`src/rtl/stage_if_pkg.sv`:
```
// Shared types and constants for the instruction-fetch stage.
package stage_if_pkg;

   typedef enum logic [1:0] {IDLE, FETCH, HOLD, DRAIN} fetch_state_e;

   localparam logic [31:0] INST_NOP = 32'h0000_0000;

endpackage

```
`src/rtl/stage_if_fetch_skid_buffer.sv`:
```
// One-entry holding register for a fetched word that decode could not take.
module fetch_skid_buffer #(
   parameter int DW = 32,
   parameter int AW = 32
) (
   input  logic          clk,
   input  logic          rst_n,
   input  logic          load,
   input  logic          unload,
   input  logic          clear,
   input  logic [DW-1:0] wr_inst,
   input  logic [AW-1:0] wr_pc_plus4,
   output logic          full,
   output logic [DW-1:0] inst,
   output logic [AW-1:0] pc_plus4
);

   always_ff @(posedge clk or negedge rst_n) begin
      if (!rst_n) begin
         full     <= 1'b0;
         inst     <= '0;
         pc_plus4 <= '0;
      end else if (clear || unload) begin
         full <= 1'b0;
      end else if (load) begin
         full     <= 1'b1;
         inst     <= wr_inst;
         pc_plus4 <= wr_pc_plus4;
      end
   end

endmodule

```
`src/rtl/stage_if.sv`:
```
// Fetch stage: owns the PC, drives the req/ack instruction bus and the IF/ID register.
module stage_if
   import stage_if_pkg::*;
#(
   parameter int                         DATA_IBUS_WIDTH = 32,
   parameter int                         ADDR_IBUS_WIDTH = 32,
   parameter logic [ADDR_IBUS_WIDTH-1:0] RESET_PC        = '0
) (
   input  logic                       i_clk,
   input  logic                       i_rst,
   output logic [ADDR_IBUS_WIDTH-1:0] o_ibus_addr,
   output logic                       o_ibus_req,
   input  logic                       i_ibus_ack,
   input  logic [DATA_IBUS_WIDTH-1:0] i_ibus_rdata,
   input  logic                       i_stall,
   input  logic                       i_redirect,
   input  logic [ADDR_IBUS_WIDTH-1:0] i_redirect_pc,
   output logic [DATA_IBUS_WIDTH-1:0] o_inst,
   output logic [ADDR_IBUS_WIDTH-1:0] o_pc_plus4,
   output logic                       o_valid
);

   localparam int DW = DATA_IBUS_WIDTH;
   localparam int AW = ADDR_IBUS_WIDTH;

   fetch_state_e  state, state_nxt;
   logic [AW-1:0] pc, pc_nxt, target, target_nxt, pc_plus4, redir_pc;
   logic          buf_load, buf_unload, buf_clear, buf_full, fetch_take;
   logic [DW-1:0] buf_inst;
   logic [AW-1:0] buf_pc_plus4;

   assign redir_pc    = i_redirect_pc & ~AW'(3);
   assign pc_plus4    = pc + AW'(4);
   assign o_ibus_addr = pc;

   fetch_skid_buffer #(.DW(DW), .AW(AW)) u_skid (
      .clk        (i_clk),
      .rst_n      (i_rst),
      .load       (buf_load),
      .unload     (buf_unload),
      .clear      (buf_clear),
      .wr_inst    (i_ibus_rdata),
      .wr_pc_plus4(pc_plus4),
      .full       (buf_full),
      .inst       (buf_inst),
      .pc_plus4   (buf_pc_plus4)
   );

   always_ff @(posedge i_clk or negedge i_rst) begin
      if (!i_rst) begin
         state  <= IDLE;
         pc     <= RESET_PC;
         target <= RESET_PC;
      end else begin
         state  <= state_nxt;
         pc     <= pc_nxt;
         target <= target_nxt;
      end
   end

   always_comb begin
      state_nxt  = state;
      pc_nxt     = pc;
      target_nxt = target;
      o_ibus_req = 1'b0;
      buf_load   = 1'b0;
      buf_unload = 1'b0;
      buf_clear  = 1'b0;
      fetch_take = 1'b0;
      case (state)
         IDLE: begin
            state_nxt = FETCH;
            if (i_redirect) pc_nxt = redir_pc;
         end
         FETCH: begin
            o_ibus_req = 1'b1;
            if (i_ibus_ack) begin
               if (i_redirect) begin
                  pc_nxt = redir_pc;
               end else begin
                  pc_nxt = pc_plus4;
                  if (i_stall) begin
                     buf_load  = 1'b1;
                     state_nxt = HOLD;
                  end else begin
                     fetch_take = 1'b1;
                  end
               end
            end else if (i_redirect) begin
               // Bus transaction stays open; remember where to go once it drains.
               target_nxt = redir_pc;
               state_nxt  = DRAIN;
            end
         end
         HOLD: begin
            if (i_redirect) begin
               buf_clear = 1'b1;
               pc_nxt    = redir_pc;
               state_nxt = FETCH;
            end else if (!i_stall) begin
               buf_unload = 1'b1;
               state_nxt  = FETCH;
            end
         end
         DRAIN: begin
            o_ibus_req = 1'b1;
            if (i_redirect) target_nxt = redir_pc;
            if (i_ibus_ack) begin
               pc_nxt    = i_redirect ? redir_pc : target;
               state_nxt = FETCH;
            end
         end
         default: state_nxt = IDLE;
      endcase
   end

   // Redirect beats stall; the PC+4 field is left untouched on a flush.
   always_ff @(posedge i_clk or negedge i_rst) begin
      if (!i_rst) begin
         o_inst     <= DW'(INST_NOP);
         o_pc_plus4 <= RESET_PC;
         o_valid    <= 1'b0;
      end else if (i_redirect) begin
         o_inst  <= DW'(INST_NOP);
         o_valid <= 1'b0;
      end else if (i_stall) begin
         o_inst  <= o_inst;
      end else if (buf_full) begin
         o_inst     <= buf_inst;
         o_pc_plus4 <= buf_pc_plus4;
         o_valid    <= 1'b1;
      end else if (fetch_take) begin
         o_inst     <= i_ibus_rdata;
         o_pc_plus4 <= pc_plus4;
         o_valid    <= 1'b1;
      end else begin
         o_inst  <= DW'(INST_NOP);
         o_valid <= 1'b0;
      end
   end

endmodule

```
`config.mk`:
```
export PLATFORM = sky130hd
export DESIGN_NAME = stage_if
export DESIGN_NICKNAME = d
export VERILOG_FILES = /design/src/rtl/stage_if_pkg.sv /design/src/rtl/stage_if_fetch_skid_buffer.sv /design/src/rtl/stage_if.sv
export SDC_FILE = /design/constraint.sdc
export NUM_CORES = 1
export LEC_CHECK = 0
export BUFFER_PORTS_ARGS = -buffer_cell sky130_fd_sc_hd__buf_2
export CAP_MARGIN = 40
export CORE_MARGIN = 2
export CORE_UTILIZATION = 55
export CTS_BUF_LIST = sky130_fd_sc_hd__clkbuf_2 sky130_fd_sc_hd__clkbuf_4 sky130_fd_sc_hd__clkbuf_8
export CTS_CLUSTER_SIZE = 10
export DETAILED_ROUTE_END_ITERATION = 10
export HOLD_SLACK_MARGIN = 0.08
export PLACE_DENSITY = 0.79
export RECOVER_POWER = 25
export SYNTH_ARGS = -nofsm -noshare
export SYNTH_HDL_FRONTEND = slang
export SYNTH_SLANG_ARGS = --single-unit
export TNS_END_PERCENT = 1
```
`constraint.sdc`:
```
create_clock -name i_clk -period 4.25 [get_ports i_clk]
set_input_delay 0.85 -clock i_clk [delete_from_list [all_inputs] [get_ports i_clk]]
set_output_delay 0.85 -clock i_clk [all_outputs]
set_load 0.005 [all_outputs]
```
# After elaboration in Yosys (flattened, before gate mapping)
# Cells that the tools add are included.
word_totals:
  output_inout_bits: 98
  wordCells: 77
  regBits: 196
classes:
  mux: 40
  n_reduce_logical: 12
  n_eq_ne: 12
  n_addsub: 1
  n_bitwise: 3
ops:
  columns: ["cell", "n"]
  rows:
  - ["two-way mux 32 bit", 12]
  - ["one-hot mux 32 bit (3 select lines)", 1]
  - ["one-hot mux 32 bit (2 select lines)", 1]
  - ["adder 32 x 3 -> 32 bit, second input constant", 1]
  - ["two-way mux 1 bit", 18]
  - ["two-way mux 2 bit", 7]
  - ["!= test 3 bit, second input constant", 4]
  - ["one-hot mux 2 bit (4 select lines)", 1]
  - ["!= test 2 bit, second input constant", 3]
  - ["AND reduction 3 bit", 2]
  - ["nonzero test 2 bit", 3]
  - ["AND reduction 5 bit", 1]
  - ["equality test 2 bit, second input constant", 2]
  - ["!= test 2 x 1 -> 1 bit, second input constant", 2]
  - ["AND reduction 2 bit", 2]
  - ["OR reduction 2 bit", 2]
  - ["inverter 1 bit", 3]
  - ["equality test 2 x 1 -> 1 bit, second input constant", 1]
  - ["zero test 2 bit", 1]
  - ["logical OR 1 bit", 1]

# Longest topological paths before layout
logic_depth:
  depth_word: 8
  mapped_depth: 8
  mapped_depth_nobuf: 6

# By module
# From an unflattened synthesis, not the netlist that was laid out.
unflattened:
  cells_unflattened: 864
  hier_area_um2: 9746.8
by_module_without_submodules:
  columns: ["mod", "instances", "cells_per_inst", "area_per_inst_um2"]
  rows:
  - ["stage_if", 1, 725, 7021.7]
  - ["fetch_skid_buffer", 1, 139, 2725.1]

# Worst setup path before layout
# No wires, ideal clock.
synth_timing:
  kind: "input to register"
  startpoint: "input port i_ibus_ack"
  endpoint: "register pc[24] (netlist: o_ibus_addr[24])"
  t_arrival_ns: 2.274
  required_time_ns: 4.146
  slack_ns: 1.872
  setup_time_ns: 0.104
  stages: 7
  cell_sequence: "clkbuf_1 > nand2b_1 > nand2_1 > clkbuf_1 > clkbuf_1 > o22ai_1 > a221oi_1"
synth_between:
  elab_chain_len: 2
  elab_cells_between_ends: 3
  cone_classes: "eq/ne (2); reduce/logical (1)"
synth_rtl:
  columns: ["element", "line_no", "rtl"]
  rows:
  - ["start: declaration", "stage_if.sv:13", "input logic i_ibus_ack,"]
  - ["!= test 2 bit (no source line)", null, null]
  - ["AND reduction 3 bit (no source line) *", null, null]
  - ["end signal: assignment", "stage_if.sv:56", "pc <= pc_nxt;"]
  - ["end: declaration", "stage_if.sv:27", "logic [AW-1:0] pc, pc_nxt, target, target_nxt, pc_plus4, redir_pc;"]
# Every way passes the cells marked *; elsewhere a longest branch is shown, timed or not.
# A chain may end at the register's enable or synchronous reset.

# Worst setup path in the final report
layout_timing:
  startpoint: "register pc[2] (netlist: o_ibus_addr[2])"
  endpoint: "register o_pc_plus4[30]"
layout_between:
  elab_chain_len: 3
layout_rtl:
  columns: ["element", "line_no", "rtl"]
  rows:
  - ["adder 32 x 3 -> 32 bit", "stage_if.sv:33", "assign pc_plus4 = pc + AW'(4);"]
  - ["two-way mux 32 bit", "stage_if.sv:132", "end else if (fetch_take) begin"]
  - ["two-way mux 32 bit", "stage_if.sv:128", "end else if (buf_full) begin"]
  - ["end signal: assignment", "stage_if.sv:130", "o_pc_plus4 <= buf_pc_plus4;"]
  - ["end signal: assignment", "stage_if.sv:134", "o_pc_plus4 <= pc_plus4;"]
  - ["end: declaration", "stage_if.sv:19", "output logic [ADDR_IBUS_WIDTH-1:0] o_pc_plus4,"]
# No other way between the ends. The select of a mux whose other input is x is not followed.

==> results by group <==
Clock network
  • # Post-CTS Setup Buffers: 0
  • Post-CTS resize count: 0
  • CTS root buf: clkbuf_8
  • Clock tree buffer depth: 2
  • Clock Latency Late Sink: 0.47 ns
  • Cts bufs inserted: 17
  • CTS H-tree lvls: 4
  • Clock tree from TritonCTS: built
  • Num Clock Sinks: 196
  • Clock slew at reported path FFs: 0.10 ns
  • CTS Hold Bufs: 0

Cells and area
  • Post-Route Utilization: 64.7%
  • # diodes: 0
  • Share of post-route cells with drive strength above 1: 23.3%
  • Net count, final: 1189
  • Design Area, Final: 10800 um^2
  • Layout area overhead: 14.6%

Global route
  • Gr ovfl total: 0
  • Vias in the first global route: 7117
  • First-pass GRT wire length: 37400 um
  • Initial antenna violation count: 0
  • GRT Overall Usage: 25.8%
  • Largest net degree at the start of global routing: 73

Detailed routing
  • First DRT Iteration DRCs: 703
  • # DRC: 0
  • Via density: 5.79
  • DR pass1 iterations: 5
  • Drt total wl: 23000 um
  • Vias: 7824
  • ANT nets after route: 0
  • Wirelength per Cell: 17.0 um

Placed design
  • Pre-CTS setup slack: 1.43 ns
  • Number of port buffers: 164
  • Area after DPL: 10400 um^2
  • Detail Placement HPWL: 15800 um
  • Final estimated routing congestion in global placement: 0.882

Synthesis
  • Post-synth EDFFs: 0
  • Top cells by area, synth: dfrtp_1 (52%), nand2_1 (8.5%), mux2_2 (4.1%)
  • Synthesized cell area: 9390 um^2
  • Syn Inst Count: 990
  • Register area share after synthesis: 52.2%
  • Yosys top cell area share: 52.2%
  • Yosys top cell by area: dfrtp_1
  • Most used DFF post-synth: dfrtp_1
  • Syn. warnings: 0
  • Most common cell in the netlist: nand2_1
  • Synthesized flop and latch total: 196
  • Yosys cell types: 52
  • Mapped Nets: 1060
  • Mapped Avg Cell Area: 9.49 um^2
  • FFs w/ async S/R, synth: 100%
  • Synth top cells by count: nand2_1 (213), dfrtp_1 (196), clkbuf_1 (63), o21ai_0 (58), nor3_1 (43)

Worst setup path
  • Critical path class: register to register
  • Crit end category: register
  • CP arrival: 3.07 ns
  • Worst setup SP type: register
  • Crit-path max FO: 12
  • Critical path data required time: 4.67 ns

Hold path
  • Hold Crit Class: input port to async pin

STA
  • Final setup violating endpoints: 0
  • Worst-margin pin slew: 1.62 ns
  • Min Tclk post-route: 2.66 ns
  • Fin crit share: 62.5%
  • FMAX: 376 MHz
  • Final hold vios: 0
  • RSZ-0062 raised after global routing: no
  • Setup ws final: 1.59 ns
  • Slew margin rel.: -7.79%
  • Setup TNS: 0 ns
  • Max Clock Skew: 0.0105 ns
  • Pins Over Slew Limit: 67

Die
  • Die area: 18100 um^2
  • CORE AREA: 16600 um^2
  • Row Count: 47
  • Die Wd: 135 um
  • I/O pin total: 167
  • Starting Density: 56.4%
  • DIE HEIGHT: 135 um

Pwr
  • Pwr Density: 459 nW/um^2
  • Overall power: 0.00494 W
  • Leakage power: 5.01 nW
  • Max VDD drop: 0.227 mV

Run status
  • Outcome: finished, violations left
  • Failing checks: capacitance limit, slew limit

Flow run
  • Max Cap Viol: 1
[metrics by stage]
step / std cells / hold WS [ns]
finish: 1352 / 0.387
global route: 1352 / 0.406
CTS: 1352 / 0.391
detailed placement: 1320 / 0.458
global placement: 1319 / 0.452
floorplan: 990 / 0.440
[worst max-delay path, stage by stage, from the launching register on]
cell and delay [ns]:
dfrtp_1 0.57, ha_1 0.34, nand2_1 0.16, or4_4 0.61, or4_1 0.56, a31oi_1 0.20, mux2_2 0.17
[logic make-up after synthesis]
logic type      count (synthesis)  share of synthesized area, %
buf+inv                        86                          3.65
xor+xnor                       21                          1.96
flops                         196                          52.2
mux                            40                          4.72
compound gates                237                          17.0
fa+ha+maj                       1                         0.133
simple gates                  409                          20.4
[metal layers]
metal	global-route usage, %	share of wire (%)	vias to the layer above
li1	-	-	3769
met3	5.14	7.4	23
met5	0	0	-
met1	38.0	45	3743
met4	7.02	1.2	0
met2	39.4	46	289
[cells in the final DEF, fill, tap and decap left out, types with 5 or more instances in the layout]
cell type and n:
buf_2 164, mux2_2 34, o211ai_1 18, a31oi_1 9, nand3_1 29, and2_1 5, o31ai_1 8, xnor2_1 15
nand2_1 212, a221oi_1 33, and3_1 7, buf_4 19, dfrtp_1 195, and4_1 5, o22ai_1 9, xor2_1 6
a21oi_1 38, a22o_1 5, o22a_1 9, nand4_1 10, or4_1 5, o21ai_0 57, inv_1 10, mux2i_1 6
clkbuf_8 18, nor3_1 41, nor2b_1 35, o21a_1 19, a2bb2oi_1 11, inv_6 5, nor2_1 35
[final timing paths]
check	from	endpoint	slack, ns	cells past startpoint
max reg2reg	o_ibus_addr[2]	o_pc_plus4[30]	1.59	6
min	i_rst	o_pc_plus4[21]	0.39	1
max in group asynchronous	i_rst	o_inst[27]	1.90	2
min in group i_clk	u_skid.pc_plus4[10]	u_skid.pc_plus4[10]	0.48	2
min reg2reg	u_skid.pc_plus4[10]	u_skid.pc_plus4[10]	0.48	2
max	o_ibus_addr[2]	o_pc_plus4[30]	1.59	6
[final cells by class]
cell class	count	area (um^2)
well taps	220	275
clock inverters	14	143
clock buffers	18	241
multi-input cells	708	4160
fillers	1371	5870
inverters	10	37.5
repair buffers	186	1000
flip-flops and latches	196	4910
[power breakdown]
part / switching [W] / internal, W
logic: 0.000636 / 0.000543
registers: 0.000307 / 0.00226
clock network: 0.000704 / 0.000489
[registers in the layout (all words and copies together) (netlist names)]
signal and cells:
o_inst 32, o_pc_plus4 32, target 32, u_skid.full 1
u_skid.pc_plus4 32, u_skid.inst 32, o_valid 1, state 2
o_ibus_addr 32
No activity file was read; power rests on OpenSTA's default activity.
